[src/rtl/id_ex_operand_stage.sv]
// ID/EX operand capture: register-file read ports bypassed from EX, MEM and WB,
// decode stall on unready producers, and a valid/ready latch toward execute.

module id_ex_fwd_lane #(
  parameter int DATA_W = 32,
  parameter int REG_AW = 5
) (
  input  logic              use_src,
  input  logic [REG_AW-1:0] rs,
  input  logic [DATA_W-1:0] rf_data,
  input  logic              ex_wr,
  input  logic [REG_AW-1:0] ex_rd,
  input  logic [DATA_W-1:0] ex_result,
  input  logic              ex_ok,
  input  logic              mem_wr,
  input  logic [REG_AW-1:0] mem_rd,
  input  logic [DATA_W-1:0] mem_data,
  input  logic              mem_ok,
  input  logic              wb_wr,
  input  logic [REG_AW-1:0] wb_rd,
  input  logic [DATA_W-1:0] wb_data,
  output logic [DATA_W-1:0] opnd,
  output logic              not_ready
);
  logic rs_nz, ex_hit, mem_hit, wb_hit;

  // x0 never matches a producer, even one that claims to write rd==0
  assign rs_nz   = |rs;
  assign ex_hit  = rs_nz & ex_wr  & (ex_rd  == rs);
  assign mem_hit = rs_nz & mem_wr & (mem_rd == rs);
  assign wb_hit  = rs_nz & wb_wr  & (wb_rd  == rs);

  // the first match decides readiness; an older ready copy never hides it
  always_comb begin
    opnd      = rf_data;
    not_ready = 1'b0;
    if (!rs_nz) begin
      opnd = '0;
    end else if (ex_hit) begin
      opnd      = ex_result;
      not_ready = use_src & ~ex_ok;
    end else if (mem_hit) begin
      opnd      = mem_data;
      not_ready = use_src & ~mem_ok;
    end else if (wb_hit) begin
      opnd = wb_data;
    end
  end
endmodule

module id_ex_operand_stage #(
  parameter int DATA_W = 32,
  parameter int REG_AW = 5
) (
  input  logic              clk,
  input  logic              rst,
  input  logic              id_valid,
  output logic              id_ready,
  input  logic [REG_AW-1:0] id_rs1,
  input  logic [REG_AW-1:0] id_rs2,
  input  logic              id_use_rs1,
  input  logic              id_use_rs2,
  input  logic [REG_AW-1:0] id_rd,
  input  logic              id_regwrite,
  input  logic              id_memread,
  input  logic [DATA_W-1:0] rf_rs1_data,
  input  logic [DATA_W-1:0] rf_rs2_data,
  input  logic [DATA_W-1:0] ex_result,
  input  logic              ex_result_ok,
  input  logic              mem_regwrite,
  input  logic [REG_AW-1:0] mem_rd,
  input  logic [DATA_W-1:0] mem_data,
  input  logic              mem_data_ok,
  input  logic              wb_regwrite,
  input  logic [REG_AW-1:0] wb_rd,
  input  logic [DATA_W-1:0] wb_data,
  input  logic              ex_ready,
  input  logic              flush,
  output logic              ex_valid,
  output logic [DATA_W-1:0] ex_rs1_data,
  output logic [DATA_W-1:0] ex_rs2_data,
  output logic [REG_AW-1:0] ex_rd,
  output logic              ex_regwrite,
  output logic              ex_memread,
  output logic [31:0]       stall_cnt
);
  localparam int NUM_LANES = 2;

  typedef struct packed {
    logic [NUM_LANES-1:0][DATA_W-1:0] opnd;
    logic [REG_AW-1:0]                rd;
    logic                             regwrite;
    logic                             memread;
  } lat_t;

  lat_t                             lat_q, lat_d;
  logic [NUM_LANES-1:0]             lane_use;
  logic [NUM_LANES-1:0][REG_AW-1:0] lane_rs;
  logic [NUM_LANES-1:0][DATA_W-1:0] lane_rf;
  logic [NUM_LANES-1:0][DATA_W-1:0] lane_opnd;
  logic [NUM_LANES-1:0]             lane_nr;
  logic                             ex_wr, hazard, accept;

  assign lane_use = {id_use_rs2, id_use_rs1};
  assign lane_rs  = {id_rs2, id_rs1};
  assign lane_rf  = {rf_rs2_data, rf_rs1_data};
  assign ex_wr    = ex_valid & lat_q.regwrite;

  for (genvar g = 0; g < NUM_LANES; g++) begin : g_lane
    id_ex_fwd_lane #(.DATA_W(DATA_W), .REG_AW(REG_AW)) u_lane (
      .use_src   (lane_use[g]),
      .rs        (lane_rs[g]),
      .rf_data   (lane_rf[g]),
      .ex_wr     (ex_wr),
      .ex_rd     (lat_q.rd),
      .ex_result (ex_result),
      .ex_ok     (ex_result_ok),
      .mem_wr    (mem_regwrite),
      .mem_rd    (mem_rd),
      .mem_data  (mem_data),
      .mem_ok    (mem_data_ok),
      .wb_wr     (wb_regwrite),
      .wb_rd     (wb_rd),
      .wb_data   (wb_data),
      .opnd      (lane_opnd[g]),
      .not_ready (lane_nr[g])
    );
  end

  assign hazard   = id_valid & (|lane_nr);
  assign id_ready = ~hazard & (~ex_valid | ex_ready) & ~flush;
  assign accept   = id_valid & id_ready;

  always_comb begin
    lat_d.opnd     = lane_opnd;
    lat_d.rd       = id_rd;
    lat_d.regwrite = id_regwrite;
    lat_d.memread  = id_memread;
  end

  // accept already excludes flush and a held latch, so it needs no extra guard
  always_ff @(posedge clk or negedge rst) begin
    if (!rst) begin
      ex_valid  <= 1'b0;
      lat_q     <= '0;
      stall_cnt <= '0;
    end else begin
      if (flush) begin
        ex_valid <= 1'b0;
      end else if (accept) begin
        ex_valid <= 1'b1;
        lat_q    <= lat_d;
      end else if (~ex_valid | ex_ready) begin
        ex_valid <= 1'b0;
      end
      if (hazard & ~flush & ~(&stall_cnt))
        stall_cnt <= stall_cnt + 32'd1;
    end
  end

  assign ex_rs1_data = lat_q.opnd[0];
  assign ex_rs2_data = lat_q.opnd[1];
  assign ex_rd       = lat_q.rd;
  assign ex_regwrite = lat_q.regwrite;
  assign ex_memread  = lat_q.memread;
endmodule

[config.mk]
export PLATFORM = sky130hd
export DESIGN_NAME = id_ex_operand_stage
export DESIGN_NICKNAME = d
export VERILOG_FILES = /design/src/rtl/id_ex_operand_stage.sv
export SDC_FILE = /design/constraint.sdc
export NUM_CORES = 1
export LEC_CHECK = 0
export ABC_AREA = 1
export CAP_MARGIN = 20
export CORE_ASPECT_RATIO = 1.75
export CORE_UTILIZATION = 45
export DETAILED_ROUTE_END_ITERATION = 8
export DONT_BUFFER_PORTS = 1
export PLACE_DENSITY = 0.61
export SLEW_MARGIN = 20
export SYNTH_ARGS = -nofsm -noshare
export SYNTH_HDL_FRONTEND = slang
export SYNTH_SLANG_ARGS = --single-unit
[constraint.sdc]
create_clock -name clk -period 2.4 [get_ports clk]
set_input_delay 0.12 -clock clk [delete_from_list [all_inputs] [get_ports clk]]
set_output_delay 0.12 -clock clk [all_outputs]
set_load 0.05 [all_outputs]
==> results of run 1 <==
==> cell type report <==
| cell class | instances | area, sq um | area share (%) |
|---|---|---|---|
| clock inverter | 2 | 15.0 | 0.161 |
| clock buffer | 13 | 260 | 2.80 |
| sequential | 104 | 2600 | 28.0 |
| tap | 234 | 293 | 3.15 |
| inverter | 308 | 1160 | 12.4 |
| multi-input combinational | 935 | 4340 | 46.7 |
| timing repair buffer | 73 | 636 | 6.83 |
==> worst paths after layout <==
path	end
worst max-delay path	stall_cnt[27]
max in group asynchronous	stall_cnt[23]
worst min register to register	stall_cnt[0]
worst min-delay path	stall_cnt[6]
min in group clk	ex_rs1_data[1]
worst max register to register	stall_cnt[27]
==> per-stage QoR <==
| step | power, mW | instances | cell area [sq um] | hold slack [ns] | util (%) |
|---|---|---|---|---|---|
| 2_1_floorplan | 3.47 | 1417 | 8380 | -0.176 | - |
| 3_3_place_gp | 3.77 | 1643 | 8920 | -0.172 | 49.2 |
| 3_5_place_dp | 3.78 | 1643 | 8920 | -0.174 | 49.2 |
| 4_1_cts | 5.23 | 1668 | 9290 | -0.557 | 51.2 |
| 5_1_grt | 5.42 | 1669 | 9300 | -0.556 | 51.3 |
| 6_report | 5.19 | 1669 | 9300 | -0.538 | 51.3 |
==> where the power goes <==
part           switching, mW  total [mW]  internal, mW
logic                  0.579       0.893         0.315
clock network          0.677        1.43         0.758
registers              0.909        2.86          1.95
total                   2.16        5.19          3.03
==> layer usage <==
metal,routed length [microns],track usage [%],share of wire (%),vias up
met5,0,0,0,-
met2,15600,57.3,51,414
met1,10600,32.6,35,3960
met3,2380,7.36,7.8,93
li1,-,-,-,4346
met4,1720,18.5,5.7,0
==> state kept, by name, summed over array words and instances, names as in the netlist <==
signal and flops:
stall_cnt 32, ex_rs2_data 32, ex_rd 5, ex_regwrite 1, ex_rs1_data 32, ex_valid 1
ex_memread 1
==> layout by cell type (no fill, tap or decap), drive strengths merged, types with 12 or more instances in the layout <==
| cell | netlist | final |
|---|---|---|
| xnor2 | 17 | 17 |
| nor2 | 44 | 45 |
| xor2 | 21 | 21 |
| o21ai | 200 | 200 |
| nand2 | 459 | 459 |
| nand3 | 151 | 151 |
| inv | 307 | 305 |
| nand4 | 12 | 12 |
| dfrtp | 104 | 104 |
| clkbuf | 48 | 13 |
| buf | 23 | 63 |
==> what timing repair did <==
item	4_1_cts	5_1_grt
setup endpoints to repair	0	31
resized for setup	0	1
hold endpoints to repair	113	104
==> logic make-up (layout without fill, tap and decap cells) <==
| group | count (synthesis) | count (layout) | synth area share, % |
|---|---|---|---|
| AOI/OAI and AO/OA | 207 | 207 | 12.4 |
| xor gates and xnor gates | 38 | 38 | 3.97 |
| adders and majority gates | 1 | 1 | 0.149 |
| buffers and inverters | 379 | 396 | 17.7 |
| DFF | 104 | 104 | 31.0 |
| and+or+nand+nor | 688 | 689 | 34.6 |
==> worst max-delay path: stages, from the launching register on <==
cell and delay, ns:
dfrtp_1 0.48, nand2_1 0.13, nor2_1 0.28, nand4_1 0.21, nor2_1 0.44, nand2_1 0.14, xor2_1 0.19, nand2_1 0.07
nand2_1 0.07
==> run_results.csv, run 1 <==
group,metric,value,unit
routing,wl_per_cell,18.2,microns
logic_synthesis,ys_ff_latch,104,
timing,whs,-0.538,ns
critical_path,crit_path_start,"stall_cnt[10]",
outcome,run_status,"complete, but fails checks",
logic_synthesis,seq_area_frac_synth,31.0,%
timing,post-route-period-util,86.5,%
routing,drtPass1Iterations,5,
clock_tree,clk_path_buf_depth,2,
critical_path,critPathCaptureType,"register",
routing,ant_nets,0,
clock_tree,clkTransAtPathRegs,0.07,ns
global_route,antenna_found_initial,0,
worst_hold_path,holdCritPathClass,"in -> async",
clock_tree,worstSkewPairLatency,0.36,ns
layout,drive_above_1_share,7.53,%
global_route,grt_pass1_wl,46200,microns
timing,relSlewSlack,26.0,%
global_route,grt_max_degree,105,
die,boundaryPins,303,
clock_tree,cts.sinks,104,
clock_tree,post_cts_buffers,0,
layout,nFillCells,1947,
clock_tree,clock-root-buffer,"clkbuf_16",
logic_synthesis,ys_types,32,
timing,layout_setup_ws,0.323,ns
power_and_ir_drop,p_per_area,558,mW/mm^2
critical_path,reg2reg_slack,0.32,ns
logic_synthesis,synth-async-reset-ratio,100,%
power_and_ir_drop,max-vdd-ir-drop,0.000324,V
logic_synthesis,netlist_area,0.00838,sq mm
critical_path,required,2.69,ns
layout,diodes,0,
critical_path,reg2reg_depth,8,
die,start_util,46.2,%
logic_synthesis,synth_nets,1616,
logic_synthesis,synth_cells,1417,
timing,slew_viol_final,0,
outcome,violations,"hold timing",
place,gp_congestion,0.978,
logic_synthesis,synth.area.top_cells,"dfrtp_1 (31%), nand2_1 (20%), inv_1 (13%), nand3_1 (8.9%), o21ai_0 (7.6%)",
die,coreArea,0.0181,sq mm
global_route,grtUsageTotal,31.5,%
clock_tree,ctsHoldBuffers,10,
critical_path,critPathArrivalTime,2.37,ns
place,dpl.hpwl,22200,microns
routing,drt_iter0_markers,498,
die,fp.dieArea,0.0192,sq mm
routing,vias,8813,
critical_path,setup.worst_path.start_class,"register",
die,rows,65,
critical_path,crit_fanout,6,
logic_synthesis,synth_area_per_cell,5.92,sq um
timing,worst_slew_pin_slew,1.10,ns
timing,setup_viol,0,
critical_path,r2r_start,"stall_cnt[10]",
routing,drc,0,
clock_tree,htree_levels,3,
timing,tns,0,ns
logic_synthesis,synth_largest_area_cell,"dfrtp_1",
timing,timing.fmax,0.482,GHz
routing,via_per_inst,5.28,
logic_synthesis,synth_top_cell_area_share,31.0,%
place,preCtsSetupSlack,0.263,ns
timing,rsz0062_at_grt,"no",
die,fp.dieW,105,microns
global_route,overflow,0,
logic_synthesis,synth-edff-count,0,
job,maxCapViolations,0,
timing,clock_skew,0.0131,ns
critical_path,worstSetupPathType,"reg -> reg",
routing,wl,30300,microns
timing,hold_violations,104,
logic_synthesis,synth_most_common_cell,"nand2_1",
place,io_buffers,0,
timing,period_minus_slack,2.08,ns
global_route,grt_pass1_vias,8422,
logic_synthesis,yosysWarnings,0,
logic_synthesis,synth_common_cells,"nand2_1 (457), inv_1 (296), nand3_1 (149)",
clock_tree,cts_made_buffers,9,
layout,syn2layout_area_growth,11.0,%
die,die_h,183,microns
power_and_ir_drop,p_leak,5.14,nW
clock_tree,cts_tree,"built",
logic_synthesis,synth_top_flop_cell,"dfrtp_1",
layout,layout.nets,1630,
Note: power is estimated with default switching activity, not from simulation.
==> inputs of run 2 (changes only) <==
Settings changed: ABC_AREA 1 to default, BUFFER_PORTS_ARGS from default to -buffer_cell sky130_fd_sc_hd__buf_4, DONT_BUFFER_PORTS 1 to default, PLACE_DENSITY 0.61 to 0.79.
==> run_results.csv, run 2 <==
group,metric,value,unit
outcome,run_status,"complete, but fails checks",
outcome,violations,"setup timing",
logic_synthesis,synth-async-reset-ratio,100,%
logic_synthesis,synth_most_common_cell,"dfrtp_1",
logic_synthesis,synth_largest_area_cell,"dfrtp_1",
logic_synthesis,ys_ff_latch,104,
logic_synthesis,synth_top_cell_area_share,39.9,%
die,rows,57,
critical_path,required,2.66,ns
logic_synthesis,synthAdderAreaFrac,0.192,%
layout,final_common_cell,"buf_4",
timing,relSlewSlack,58.5,%
die,boundaryPins,303,
timing,period_minus_slack,2.41,ns
timing,layout_setup_ws,-0.00901,ns
global_route,overflow,0,
logic_synthesis,synth-edff-count,0,
critical_path,slowest_delay,0.53,ns
critical_path,worstSetupPathType,"reg -> reg",
logic_synthesis,synth_top_family_by_area,"compound AO/OA/AOI/OAI gates",
die,coreArea,0.0140,sq mm
timing,timing.fmax,0.415,GHz
place,gp_congestion,0.912,
place,io_buffers,302,
logic_synthesis,synth_nets,916,
clock_tree,cts_made_buffers,9,
global_route,antenna_found_initial,1,
clock_tree,clock-root-buffer,"clkbuf_16",
routing,drtPass1Iterations,5,
clock_tree,worstSkewPairLatency,0.34,ns
die,die_h,161,microns
power_and_ir_drop,p_leak,4.67,nW
die,fp.dieW,93.0,microns
clock_tree,clk_path_buf_depth,2,
logic_synthesis,netlist_area,0.00652,sq mm
logic_synthesis,ys_types,43,
power_and_ir_drop,power,5.72,mW
global_route,grt_pass1_wl,37000,microns
job,maxCapViolations,0,
layout,most-common-layout-cells,"buf_4 (328), dfrtp_1 (88), nand2_1 (75)",
logic_synthesis,yosys.area_share.simple,17.3,%
critical_path,r2r_start,"ex_rd[3]",
clock_tree,cts.sinks,104,
die,fp.dieArea,0.0150,sq mm
routing,vias,7139,
layout,layout.nets,1230,
timing,clock_skew,0.00665,ns
layout,drive_above_1_share,41.7,%
timing,post-route-period-util,100,%
critical_path,critPathCaptureType,"register",
logic_synthesis,yosysWarnings,0,
critical_path,slowest_stage,"or4_4",
timing,setup_viol,2,
routing,drc,0,
clock_tree,clkTransAtPathRegs,0.07,ns
timing,worst_slew_pin_slew,0.623,ns
critical_path,setup.worst_path.start_class,"register",
clock_tree,htree_levels,3,
power_and_ir_drop,max-vdd-ir-drop,0.000316,V
power_and_ir_drop,p_per_area,570,mW/mm^2
global_route,grt_max_degree,72,
logic_synthesis,synth_top_flop_cell,"dfrtp_1",
routing,via_per_inst,5.88,
logic_synthesis,synth_mux_area_share,7.98,%
logic_synthesis,synth-compound-area-share,22.5,%
logic_synthesis,synth_area_per_cell,9.09,sq um
routing,drt_iter0_markers,381,
routing,ant_nets,0,
global_route,grt_pass1_vias,6879,
timing,slew_viol_final,0,
logic_synthesis,seq_area_frac_synth,39.9,%
worst_hold_path,holdCritPathClass,"in -> reg",
layout,final_core_util,71.7,%
critical_path,crit_fanout,9,
logic_synthesis,synth-xor-area-share,7.93,%
logic_synthesis,synth_cells,717,
timing,hold_violations,0,
global_route,grtUsageTotal,32.2,%
die,start_util,46.6,%
routing,wl,25500,microns
routing,wl_per_cell,21.0,microns
layout,nFillCells,1107,
critical_path,crit_path_start,"ex_rd[3]",
logic_synthesis,synth_common_cells,"dfrtp_1 (104), nand2_1 (76), a21oi_1 (65)",
logic_synthesis,synth.area.top_cells,"dfrtp_1 (40%), o2bb2ai_1 (8.6%), mux2i_1 (6.6%), a21oi_1 (5.0%), nand2_1 (4.4%)",
layout,syn2layout_area_growth,53.8,%
timing,rsz0062_at_grt,"yes",
critical_path,crit_chain,"buf_4 -> xor2_2 -> or4_4 -> a21o_1 -> and2_4 -> buf_12 -> nor4_4 -> xor2_1",
place,dpl.hpwl,18000,microns
worst_hold_path,hp-start,"ex_result[18]",
clock_tree,cts_tree,"built",
critical_path,critPathArrivalTime,2.67,ns
run 2: final cells by class:
type | count | area [sq um] | area share, %
flip-flops and latches | 104 | 2620 | 26.2
multi-input cells | 554 | 3940 | 39.3
clock buffers | 11 | 243 | 2.42
diodes | 1 | 2.50 | 0.0250
clock inverters | 5 | 40.0 | 0.399
repair buffers | 358 | 2940 | 29.3
inverters | 4 | 15.0 | 0.150
well taps | 177 | 221 | 2.21
run 2: kinds of logic after synthesis:
family	Yosys count
AO/OA/AOI/OAI	222
multiplexers	51
AND/OR/NAND/NOR	221
flip-flops	104
XOR/XNOR	59
adder cells (fa/ha/maj)	1
buffers and inverters	59
run 2: path summary, 6_finish.rpt:
kind / to / slack (ns) / cells after the start
worst max-delay path: stall_cnt[15] / -0.009 / 8
worst min-delay path: ex_rs1_data[18] / 0.06 / 3
worst max register to register: stall_cnt[15] / -0.009 / 8
worst min register to register: stall_cnt[7] / 0.49 / 1
max in group asynchronous: ex_rs2_data[22] / 1.40 / 3
min in group asynchronous: stall_cnt[24] / 0.26 / 2
run 2: per-stage QoR:
stage / setup TNS (ns) / area (sq um) / setup WS (ns) / hold WS (ns) / std cells
floorplan: -0.0199 / 6620 / -0.0199 / -0.176 / 717
global placement: 0 / 9210 / 0.0898 / 0.105 / 1169
detailed placement: 0 / 9210 / 0.0497 / 0.107 / 1169
CTS: 0 / 9660 / 0.00182 / 0.0493 / 1201
global route: -0.919 / 10000 / -0.121 / 0.0469 / 1214
finish: -0.0176 / 10000 / -0.00901 / 0.0577 / 1214
run 2: metal layers:
layer	wire length, microns	track usage, %	part of all wire, %
met1	8970	35.4	35
met2	13000	55.7	51
met3	1990	7.39	7.8
met4	1550	18.7	6.1
met5	0	0	0
run 2: critical path: cells and delay by family (launching register included):
family,cells,cell delay (ns)
compound gates,1,0.22
xor+xnor,2,0.35
buf+inv,2,0.32
flops,1,0.41
simple gates,3,1.02
run 2: timing repair:
item                                    in CTS  in global routing
resized for setup                            6                 33
gates cloned                                 0                  4
endpoints found under the setup margin       1                 85
buffers inserted                             7                  8
hold buffers                                 9                  0
hold endpoints to repair                    41                  0
pin swaps                                    8                 13
run 2: where the power goes:
| part | internal, mW | switching [mW] | total, mW |
|---|---|---|---|
| Clock | 0.739 | 0.664 | 1.40 |
| Sequential | 1.97 | 0.156 | 2.12 |
| Combinational | 0.839 | 1.36 | 2.20 |
| Total | 3.54 | 2.18 | 5.72 |
